**config.mk**
```make
export PLATFORM = sky130hd
export DESIGN_NAME = mem_subword_unit_flat
export DESIGN_NICKNAME = d
export VERILOG_FILES = /design/src/rtl/mem_subword_unit_pkg.sv /design/src/rtl/mem_subword_unit_if.sv /design/src/rtl/mem_subword_unit_lane.sv /design/src/rtl/mem_subword_unit.sv /design/src/flat_wrapper.sv
export SDC_FILE = /design/constraint.sdc
export NUM_CORES = 1
export LEC_CHECK = 0
export ABC_AREA = 1
export CAP_MARGIN = 10
export CELL_PAD_IN_SITES_DETAIL_PLACEMENT = 1
export CELL_PAD_IN_SITES_GLOBAL_PLACEMENT = 2
export CORE_MARGIN = 1.5
export CORE_UTILIZATION = 29
export DETAILED_ROUTE_END_ITERATION = 10
export GPL_ROUTABILITY_DRIVEN = 0
export PLACE_DENSITY = 0.85
export SLEW_MARGIN = 20
export SYNTH_ARGS = -nofsm -noshare
export SYNTH_HDL_FRONTEND = slang
export SYNTH_SLANG_ARGS = --single-unit
export TNS_END_PERCENT = 20
```
**constraint.sdc**
```tcl
create_clock -name clk -period 4.9 [get_ports clk]
set_input_delay 0.98 -clock clk [delete_from_list [all_inputs] [get_ports clk]]
set_output_delay 0.98 -clock clk [all_outputs]
set_load 0.01 [all_outputs]
```
**src/rtl/mem_subword_unit_pkg.sv**
```systemverilog
// Shared definitions for the sub-word load/store sequencer: op codes, FSM states
// and the small lane/alignment helpers used by the top and the lane datapath.
package mem_subword_unit_pkg;

    typedef enum logic [2:0] {
        OP_LW  = 3'd0,
        OP_LH  = 3'd1,
        OP_LHU = 3'd2,
        OP_LB  = 3'd3,
        OP_LBU = 3'd4,
        OP_SW  = 3'd5,
        OP_SH  = 3'd6,
        OP_SB  = 3'd7
    } op_e;

    typedef enum logic [1:0] {
        S_IDLE  = 2'd0,
        S_READ  = 2'd1,
        S_WRITE = 2'd2,
        S_DONE  = 2'd3
    } state_e;

    // Physical byte lane inside the memory word; big-endian mirrors the lanes.
    function automatic logic [1:0] lane_index(input logic [1:0] addr_lo, input logic big_endian);
        return addr_lo ^ {2{big_endian}};
    endfunction

    function automatic logic is_misaligned(input op_e op, input logic [1:0] addr_lo);
        case (op)
            OP_LW, OP_SW:         return addr_lo != 2'b00;
            OP_LH, OP_LHU, OP_SH: return addr_lo[0];
            default:              return 1'b0;
        endcase
    endfunction

    function automatic logic is_subword_store(input op_e op);
        return (op == OP_SH) || (op == OP_SB);
    endfunction

endpackage

```
**src/rtl/mem_subword_unit_if.sv**
```systemverilog
// Request/response and memory-port bundle of the sub-word load/store sequencer.
// The slave side is the sequencer; the master side is datapath plus memory.
interface mem_subword_unit_if #(
    parameter int ADDR_W = 32
);
    logic              start;
    logic [2:0]        op;
    logic [ADDR_W-1:0] addr;
    logic [31:0]       wdata;
    logic              busy;
    logic              done;
    logic [31:0]       rdata;
    logic              misaligned;
    logic [ADDR_W-1:0] mem_addr;
    logic              mem_wr;
    logic [31:0]       mem_wdata;
    logic [31:0]       mem_rdata;

    modport master (
        output start, op, addr, wdata, mem_rdata,
        input  busy, done, rdata, misaligned, mem_addr, mem_wr, mem_wdata
    );

    modport slave (
        input  start, op, addr, wdata, mem_rdata,
        output busy, done, rdata, misaligned, mem_addr, mem_wr, mem_wdata
    );
endinterface

```
**src/rtl/mem_subword_unit_lane.sv**
```systemverilog
// Combinational lane datapath: extracts and extends load data from a memory word,
// and merges store data into the selected byte/half lane of that word.
module mem_subword_unit_lane
    import mem_subword_unit_pkg::*;
(
    input  op_e         i_op,
    input  logic [1:0]  i_lane,
    input  logic [31:0] i_word,
    input  logic [31:0] i_wdata,
    output logic [31:0] o_load,
    output logic [31:0] o_store
);
    logic [7:0]  w_byte;
    logic [15:0] w_half;

    // i_lane is already the physical byte lane; a halfword lives in lane pair i_lane[1].
    always_comb begin
        case (i_lane)
            2'd0:    w_byte = i_word[7:0];
            2'd1:    w_byte = i_word[15:8];
            2'd2:    w_byte = i_word[23:16];
            default: w_byte = i_word[31:24];
        endcase
        w_half = i_lane[1] ? i_word[31:16] : i_word[15:0];

        case (i_op)
            OP_LB:   o_load = {{24{w_byte[7]}}, w_byte};
            OP_LBU:  o_load = {24'd0, w_byte};
            OP_LH:   o_load = {{16{w_half[15]}}, w_half};
            OP_LHU:  o_load = {16'd0, w_half};
            default: o_load = i_word;
        endcase

        o_store = i_word;
        case (i_op)
            OP_SB: begin
                case (i_lane)
                    2'd0:    o_store[7:0]   = i_wdata[7:0];
                    2'd1:    o_store[15:8]  = i_wdata[7:0];
                    2'd2:    o_store[23:16] = i_wdata[7:0];
                    default: o_store[31:24] = i_wdata[7:0];
                endcase
            end
            OP_SH: begin
                if (i_lane[1]) o_store[31:16] = i_wdata[15:0];
                else           o_store[15:0]  = i_wdata[15:0];
            end
            default: o_store = i_wdata;
        endcase
    end

endmodule

```
**src/rtl/mem_subword_unit.sv**
```systemverilog
// Multicycle load/store sequencer between the datapath and a word-wide synchronous
// memory: lane select, load extension, read-modify-write sub-word stores.
module mem_subword_unit
    import mem_subword_unit_pkg::*;
#(
    parameter int ADDR_W     = 32,
    parameter int MEM_LAT    = 1,
    parameter int BIG_ENDIAN = 0
) (
    input  logic              clk,
    input  logic              reset,
    mem_subword_unit_if.slave bus
);
    localparam logic       BE     = (BIG_ENDIAN != 0);
    localparam logic [1:0] LAT_M1 = 2'(MEM_LAT - 1);

    state_e            r_state;
    logic [1:0]        r_cnt;
    op_e               r_op;
    logic [1:0]        r_addr_lo;
    logic [31:0]       r_wdata;
    logic              r_busy;
    logic              r_done;
    logic              r_misaligned;
    logic [31:0]       r_rdata;
    logic [ADDR_W-1:0] r_mem_addr;
    logic              r_mem_wr;
    logic [31:0]       r_mem_wdata;

    op_e               w_op;
    logic              w_mis;
    logic [1:0]        w_lane;
    logic [31:0]       w_load;
    logic [31:0]       w_store;

    assign w_op   = op_e'(bus.op);
    assign w_mis  = is_misaligned(w_op, bus.addr[1:0]);
    assign w_lane = lane_index(r_addr_lo, BE);

    mem_subword_unit_lane u_lane (
        .i_op    (r_op),
        .i_lane  (w_lane),
        .i_word  (bus.mem_rdata),
        .i_wdata (r_wdata),
        .o_load  (w_load),
        .o_store (w_store)
    );

    // Request fields are only consumed after an accepted start, so they carry no reset.
    always_ff @(posedge clk) begin
        if (r_state == S_IDLE && bus.start) begin
            r_op      <= w_op;
            r_addr_lo <= bus.addr[1:0];
            r_wdata   <= bus.wdata;
        end
    end

    always_ff @(posedge clk or posedge reset) begin
        if (reset) begin
            r_state      <= S_IDLE;
            r_cnt        <= '0;
            r_busy       <= 1'b0;
            r_done       <= 1'b0;
            r_misaligned <= 1'b0;
            r_rdata      <= '0;
            r_mem_addr   <= '0;
            r_mem_wr     <= 1'b0;
            r_mem_wdata  <= '0;
        end else begin
            r_done   <= 1'b0;
            r_mem_wr <= 1'b0;
            case (r_state)
                S_IDLE: begin
                    if (bus.start) begin
                        r_busy       <= 1'b1;
                        r_mem_addr   <= {bus.addr[ADDR_W-1:2], 2'b00};
                        r_misaligned <= w_mis;
                        if (w_mis) begin
                            r_state <= S_DONE;
                            r_done  <= 1'b1;
                        end else if (w_op == OP_SW) begin
                            r_state     <= S_WRITE;
                            r_mem_wr    <= 1'b1;
                            r_mem_wdata <= bus.wdata;
                        end else begin
                            r_state <= S_READ;
                            r_cnt   <= LAT_M1;
                        end
                    end
                end
                // Memory word is valid on the last READ edge; consume it directly from the port.
                S_READ: begin
                    if (r_cnt == 2'd0) begin
                        if (is_subword_store(r_op)) begin
                            r_state     <= S_WRITE;
                            r_mem_wr    <= 1'b1;
                            r_mem_wdata <= w_store;
                        end else begin
                            r_state <= S_DONE;
                            r_done  <= 1'b1;
                            r_rdata <= w_load;
                        end
                    end else begin
                        r_cnt <= r_cnt - 2'd1;
                    end
                end
                S_WRITE: begin
                    r_state <= S_DONE;
                    r_done  <= 1'b1;
                end
                S_DONE: begin
                    r_state <= S_IDLE;
                    r_busy  <= 1'b0;
                end
                default: r_state <= S_IDLE;
            endcase
        end
    end

    assign bus.busy       = r_busy;
    assign bus.done       = r_done;
    assign bus.rdata      = r_rdata;
    assign bus.misaligned = r_misaligned;
    assign bus.mem_addr   = r_mem_addr;
    assign bus.mem_wr     = r_mem_wr;
    assign bus.mem_wdata  = r_mem_wdata;

endmodule

```
**src/flat_wrapper.sv**
```systemverilog
// flat-port wrapper written by rule: the top's interface ports become plain ports
module mem_subword_unit_flat import mem_subword_unit_pkg::*;
#(
    parameter int ADDR_W     = 32,
    parameter int MEM_LAT    = 1,
    parameter int BIG_ENDIAN = 0
)
  (clk, reset, bus_start, bus_op, bus_addr, bus_wdata, bus_mem_rdata, bus_busy, bus_done, bus_rdata, bus_misaligned, bus_mem_addr, bus_mem_wr, bus_mem_wdata);
  mem_subword_unit_if #(.ADDR_W(ADDR_W)) bus_i ();
  input  logic clk;
  input  logic reset;
  input wire logic [$bits(bus_i.start)-1:0] bus_start;
  input wire logic [$bits(bus_i.op)-1:0] bus_op;
  input wire logic [$bits(bus_i.addr)-1:0] bus_addr;
  input wire logic [$bits(bus_i.wdata)-1:0] bus_wdata;
  input wire logic [$bits(bus_i.mem_rdata)-1:0] bus_mem_rdata;
  output wire logic [$bits(bus_i.busy)-1:0] bus_busy;
  output wire logic [$bits(bus_i.done)-1:0] bus_done;
  output wire logic [$bits(bus_i.rdata)-1:0] bus_rdata;
  output wire logic [$bits(bus_i.misaligned)-1:0] bus_misaligned;
  output wire logic [$bits(bus_i.mem_addr)-1:0] bus_mem_addr;
  output wire logic [$bits(bus_i.mem_wr)-1:0] bus_mem_wr;
  output wire logic [$bits(bus_i.mem_wdata)-1:0] bus_mem_wdata;
  assign bus_i.start = bus_start;
  assign bus_i.op = bus_op;
  assign bus_i.addr = bus_addr;
  assign bus_i.wdata = bus_wdata;
  assign bus_i.mem_rdata = bus_mem_rdata;
  assign bus_busy = bus_i.busy;
  assign bus_done = bus_i.done;
  assign bus_rdata = bus_i.rdata;
  assign bus_misaligned = bus_i.misaligned;
  assign bus_mem_addr = bus_i.mem_addr;
  assign bus_mem_wr = bus_i.mem_wr;
  assign bus_mem_wdata = bus_i.mem_wdata;
  mem_subword_unit #(.ADDR_W(ADDR_W), .MEM_LAT(MEM_LAT), .BIG_ENDIAN(BIG_ENDIAN)) u_core (.clk(clk), .reset(reset), .bus(bus_i));
endmodule
```
# After elaboration in Yosys (flattened, before gate mapping)
# Index checks and enable logic that the tools add are counted.
dict set report totals {
  regBits 139
  in_bits 102
  out_inout_bits 100
  word_cells 95
}
dict set report op_classes {
  add_sub_neg 1
  eq_ne 22
  mux 41
  n_bitwise 1
  reduce_logical 18
}
# cell count
set op_table {}
lappend op_table {{$mux W32} 5}
lappend op_table {{$pmux W32 S2} 2}
lappend op_table {{$pmux W32 S4} 1}
lappend op_table {{$mux W16} 3}
lappend op_table {{$mux W8} 4}
lappend op_table {{$pmux W8 S3} 1}
lappend op_table {{$mux W2} 8}
lappend op_table {{$eq A3 B3 Y1 const B} 5}
lappend op_table {{$mux W1} 11}
lappend op_table {{$ne A2 B2 Y1 const B} 5}
lappend op_table {{$eq A3 B2 Y1 const B} 3}
lappend op_table {{$pmux W2 S4} 1}
lappend op_table {{$eq A2 B2 Y1 const B} 3}
lappend op_table {{$eq A3 B1 Y1 const B} 2}
lappend op_table {{$logic_not A2 Y1} 3}
lappend op_table {{$pmux W1 S2} 3}
lappend op_table {{$reduce_and A2 Y1} 3}
lappend op_table {{$reduce_and A6 Y1} 1}
lappend op_table {{$reduce_bool A2 Y1} 3}
lappend op_table {{$reduce_or A3 Y1} 2}
lappend op_table {{$reduce_and A5 Y1} 1}
lappend op_table {{$eq A2 B1 Y1 const B} 2}
lappend op_table {{$ne A2 B1 Y1 const B} 2}
lappend op_table {{$pmux W2 S2} 1}
lappend op_table {{other kinds (8)} 8}

# Logic depth before layout (Yosys ltp)
dict set report logic_depth {
  word_depth 7
  depth_mapped 11
  depth_no_buf 10
}

# Cells and area by module
# Synthesis repeated with hierarchy kept, for this count alone.
dict set report hier_totals {
  hier_cells 995
  hier_area_um2 7815.0
}
# module instances cells_each area_each_um2
set modules_own_cells {}
lappend modules_own_cells {mem_subword_unit 1 554 5735.5}
lappend modules_own_cells {mem_subword_unit_lane 1 441 2079.5}

# Least setup slack after synthesis
# No wires, ideal clock.
dict set report synth_path {
  path_kind {input port to flip-flop}
  startpoint {in bus_start}
  endpoint {reg u_core.r_addr_lo[0], enable pin}
  arrival_time_ps 2443
  slack_ps 2042
  stages 3
  path_buffers 1
  path_cell_list {nand2_1 inv_1 buf_1}
}
dict set report synth_via {
  elab_chain_cells 1
}
# element line_no
set synth_rtl {}
lappend synth_rtl {{start: declaration} flat_wrapper.sv:12} ;# input wire logic [$bits(bus_i.start)-1:0] bus_start;
lappend synth_rtl {{$logic_and A1 B1 Y1} mem_subword_unit.sv:51} ;# if (r_state == S_IDLE && bus.start) begin
lappend synth_rtl {{end signal: assignment} mem_subword_unit.sv:53} ;# r_addr_lo <= bus.addr[1:0];
lappend synth_rtl {{end: declaration} mem_subword_unit.sv:20} ;# logic [1:0] r_addr_lo;
# Every way passes these cells.
# A chain may end at the register's enable or synchronous reset.

# Final worst setup path
dict set report layout_path {
  startpoint {reg u_core.r_op[1]}
  endpoint {reg u_core.r_rdata[15], in the netlist u_core.bus.rdata[15]}
}
dict set report layout_via {
  elab_chain_cells 4
  elab_cells_between_ends 10
}
# element line_no
set layout_rtl {}
lappend layout_rtl {{start: declaration} mem_subword_unit.sv:19} ;# op_e r_op;
lappend layout_rtl {{start signal: assignment} mem_subword_unit.sv:52} ;# r_op <= w_op;
lappend layout_rtl {{$eq A3 B3 Y1} mem_subword_unit_pkg.sv:37} ;# return (op == OP_SH) || (op == OP_SB);
lappend layout_rtl {{$logic_or A1 B1 Y1} mem_subword_unit_pkg.sv:37}
lappend layout_rtl {{$not A1 Y1 (no source line)} n/a}
lappend layout_rtl {{$reduce_and A3 Y1 (no source line)} n/a}
lappend layout_rtl {{end signal: assignment} mem_subword_unit.sv:101} ;# r_rdata <= w_load;
lappend layout_rtl {{end: declaration} mem_subword_unit.sv:25} ;# logic [31:0] r_rdata;
# Several ways; a longest one is shown, not always the timed one.

==> flow_summary.ini <==
[synthesis]
yosys_most_used_dff = dfrtp_1
synth_edf_count = 37
synth_area_um2 = 7670
synth_warnings = 0
synth_area_per_cell_um2 = 7.16
yosys_register_bits = 139
ys_seq_area_frac = 0.478
syn-instance-count = 1071
ys_async_sr_fraction = 0.734
synth_cell_type_count = 33

[cts]
cts_setup_buffers = 0
clockBufferDepth = 2
root_buffer = clkbuf_16
numCtsBuffers = 17
clk_latency_ps = 450
hold_buffers = 0
clock_sinks = 139
htree_levels = 4
clk_pin_slew_ps = 70
cts_resized = 0
cts_tree = yes

[timing]
final.setup_skew_ps = 23.2
relSlewSlack = 0.297
setup_viol = 0
fin_tns_setup_ps = 0
period_share = 0.606
layout_min_cycle_time_ps = 2970
rsz0062_at_grt = false
worst_slew_pin_slew_ps = 1050
finalHoldViolCount = 0
slew_violations = 0
max_freq_ghz = 0.337

[layout]
final_cells = 1591
drive_above_1_share = 0.0486
multiInputGateArea_um2 = 3440
nFillCells = 3179
final_core_util = 0.404
seqCellArea_um2 = 3660
layout.nets = 1350
antenna_cells = 0
area_growth_pct = 36.8

[floorplanning]
num_io_pins = 202
dieWidth_um = 166
die_h_um = 166
rows = 59
initial_core_util = 0.295
core_area_um2 = 26000
dieArea_um2 = 27400

[status]
status = finished, final reports clean

[drt]
drtPass1Iterations = 5
vias = 7686
drtAntennaViolNets = 0
wire_per_inst_um = 18.1
route.detailed.drc = 0
drtIter0Drc = 596
wl_um = 28800
viasPerCell = 4.83

[critical_path]
worstPathMaxFanout = 40
max_stage_delay_ps = 560
cpMaxStageDelayCell = nor2_4
crit_top_cell = nand2_2
start_kind = flip-flop
crit_type = flip-flop to flip-flop
critPathRequiredTime_ps = 5220
ff2ff_path_depth = 8
cp.arrival_ps = 3290
cp_num_cells = 8
cp_num_buf_inv = 2
end_kind = flip-flop
cp_cell_sequence = nand2_2 -> nand2_2 -> nor2_4 -> inv_2 -> a21oi_1 -> nand3_1 -> o21ai_1 -> inv_1
reg2reg_from = u_core.r_op[1]
reg2reg_slack_ps = 1930
reg2reg_to = u_core.bus.rdata[15]
crit_family = simple AND/OR/NAND/NOR gates

[power]
leakagePower_nw = 5.03
vdd_drop_max_uv = 231
power_density_nw_per_um2 = 579

[place]
dpl.hpwl_um = 20900
numPortBuffers = 199
dp_cells = 1559

[grt]
grt_max_degree = 59
grt_use_total = 0.214
grt_pass1_vias = 7901
grt_pass1_wl_um = 46300
grt_overflow = 0
antenna_found_initial = 1

[min_path]
min_from = u_core.bus.rdata[17]
hold_class = flip-flop to flip-flop
min_to = u_core.bus.rdata[17]
holdPathStages = 2

[job]
maxCapViolCount = 0
==> kinds of logic (layout without fill, tap and decap cells) <==
family | after synthesis | count (layout) | share of synthesized area
AO/OA/AOI/OAI | 123 | 123 | 0.0886
adder cells (fa/ha/maj) | 5 | 5 | 0.00816
buffers and inverters | 136 | 320 | 0.0755
flip-flops | 139 | 139 | 0.478
other | 1 | 2 | 0.000489
AND/OR/NAND/NOR | 667 | 667 | 0.349
==> sequential cells by signal, indices dropped and copies added (netlist names) <==
register               cells
u_core.r_state             2
u_core.r_wdata            32
u_core.bus.rdata          32
u_core.r_addr_lo           2
u_core.bus.misaligned      1
u_core.r_op                3
u_core.r_cnt               2
u_core.bus.mem_wdata      32
u_core.bus.done            1
u_core.bus.busy            1
u_core.bus.mem_addr       30
u_core.bus.mem_wr          1
==> placed cells by master (no fill, tap or decap), types with 4 or more instances in the layout <==
master           synthesis  final
o21ai_0                 48     48
inv_8                    0      6
o211ai_1                23     23
ha_1                     5      5
inv_1                   75     72
a21oi_1                 40     40
nand3_1                 74     74
inv_2                    4      5
dfrtp_1                102    102
buf_4                    6      9
nand2_1                501    501
clkbuf_16                0     18
clkdlybuf4s50_1          0    199
nand4_1                  4      4
edfxtp_1                37     37
nor2_1                  73     73
o21ai_1                  9      9
==> worst reg2reg max path: cells and delay by family (launching register included) <==
kind,cells,cell delay (ps)
buffers and inverters,2,550
flip-flops,1,510
AND/OR/NAND/NOR,4,1360
AO/OA/AOI/OAI,2,430
==> cells in the mapped netlist, types with 2 or more instances <==
cell	number	area (um^2)
nand2_2	3	18.8
buf_4	6	45.0
inv_1	75	282
nor2_4	2	22.5
buf_1	4	15.0
a31oi_1	2	12.5
o21ai_0	48	240
dfrtp_1	102	2550
inv_2	4	15.0
nor2_1	73	274
ha_1	5	62.6
buf_6	2	22.5
a21oi_1	40	200
o211ai_1	23	173
buf_2	23	115
edfxtp_1	37	1110
nand2_1	501	1880
clkbuf_1	20	75.1
nand3_1	74	370
o21ai_1	9	45.0
or2_2	3	18.8
nand4_1	4	25.0
==> layout make-up <==
class                   instances  area share
inverters                      80      0.0290
clock buffers                  19      0.0443
clock inverters                13      0.0135
repair buffers                208       0.196
multi-input cells             797       0.328
well taps                     335      0.0400
flip-flops and latches        139       0.349
==> power by group <==
group	leakage (nW)	switching [W]	internal (W)
combinational	3.12	0.00161	0.00120
clock	0.301	0.000613	0.000727
sequential	1.61	0.000271	0.00166
total	5.03	0.00249	0.00359
==> layer usage <==
| layer | track usage | wire, um | share of wire | up-vias |
|---|---|---|---|---|
| li1 | - | - | - | 3724 |
| met1 | 0.291 | 13400 | 0.46 | 3713 |
| met2 | 0.335 | 13000 | 0.45 | 220 |
| met3 | 0.0609 | 1980 | 0.069 | 27 |
| met4 | 0.0564 | 484 | 0.017 | 2 |
| met5 | 0 | 13 | 0.00045 | - |
==> stage by stage <==
stage	setup slack [ps]	instance area (um^2)	total power [W]	hold slack [ps]
finish	1930	10500	0.00608	479
global route	1630	10500	0.00656	509
CTS	1870	10500	0.00616	486
detailed placement	1790	9880	0.00479	468
global placement	1900	9880	0.00471	459
floorplan	1240	7670	0.00346	442
==> how the worst max path moves through the flow <==
| stage | startpoint | endpoint | slack (ps) |
|---|---|---|---|
| final | u_core.r_op[1] | u_core.bus.rdata[15] | 1930 |
| after global routing | u_core.r_op[1] | u_core.bus.rdata[15] | 1630 |
| after CTS | u_core.r_op[1] | u_core.bus.rdata[15] | 1870 |
| after detailed placement | bus_op[0] | u_core.bus.mem_wdata[0] | 1790 |
| after global placement | bus_op[1] | u_core.bus.mem_wdata[0] | 1900 |
| after floorplan | reset | u_core.bus.busy | 1240 |
Note: power is estimated with default switching activity, not from simulation.
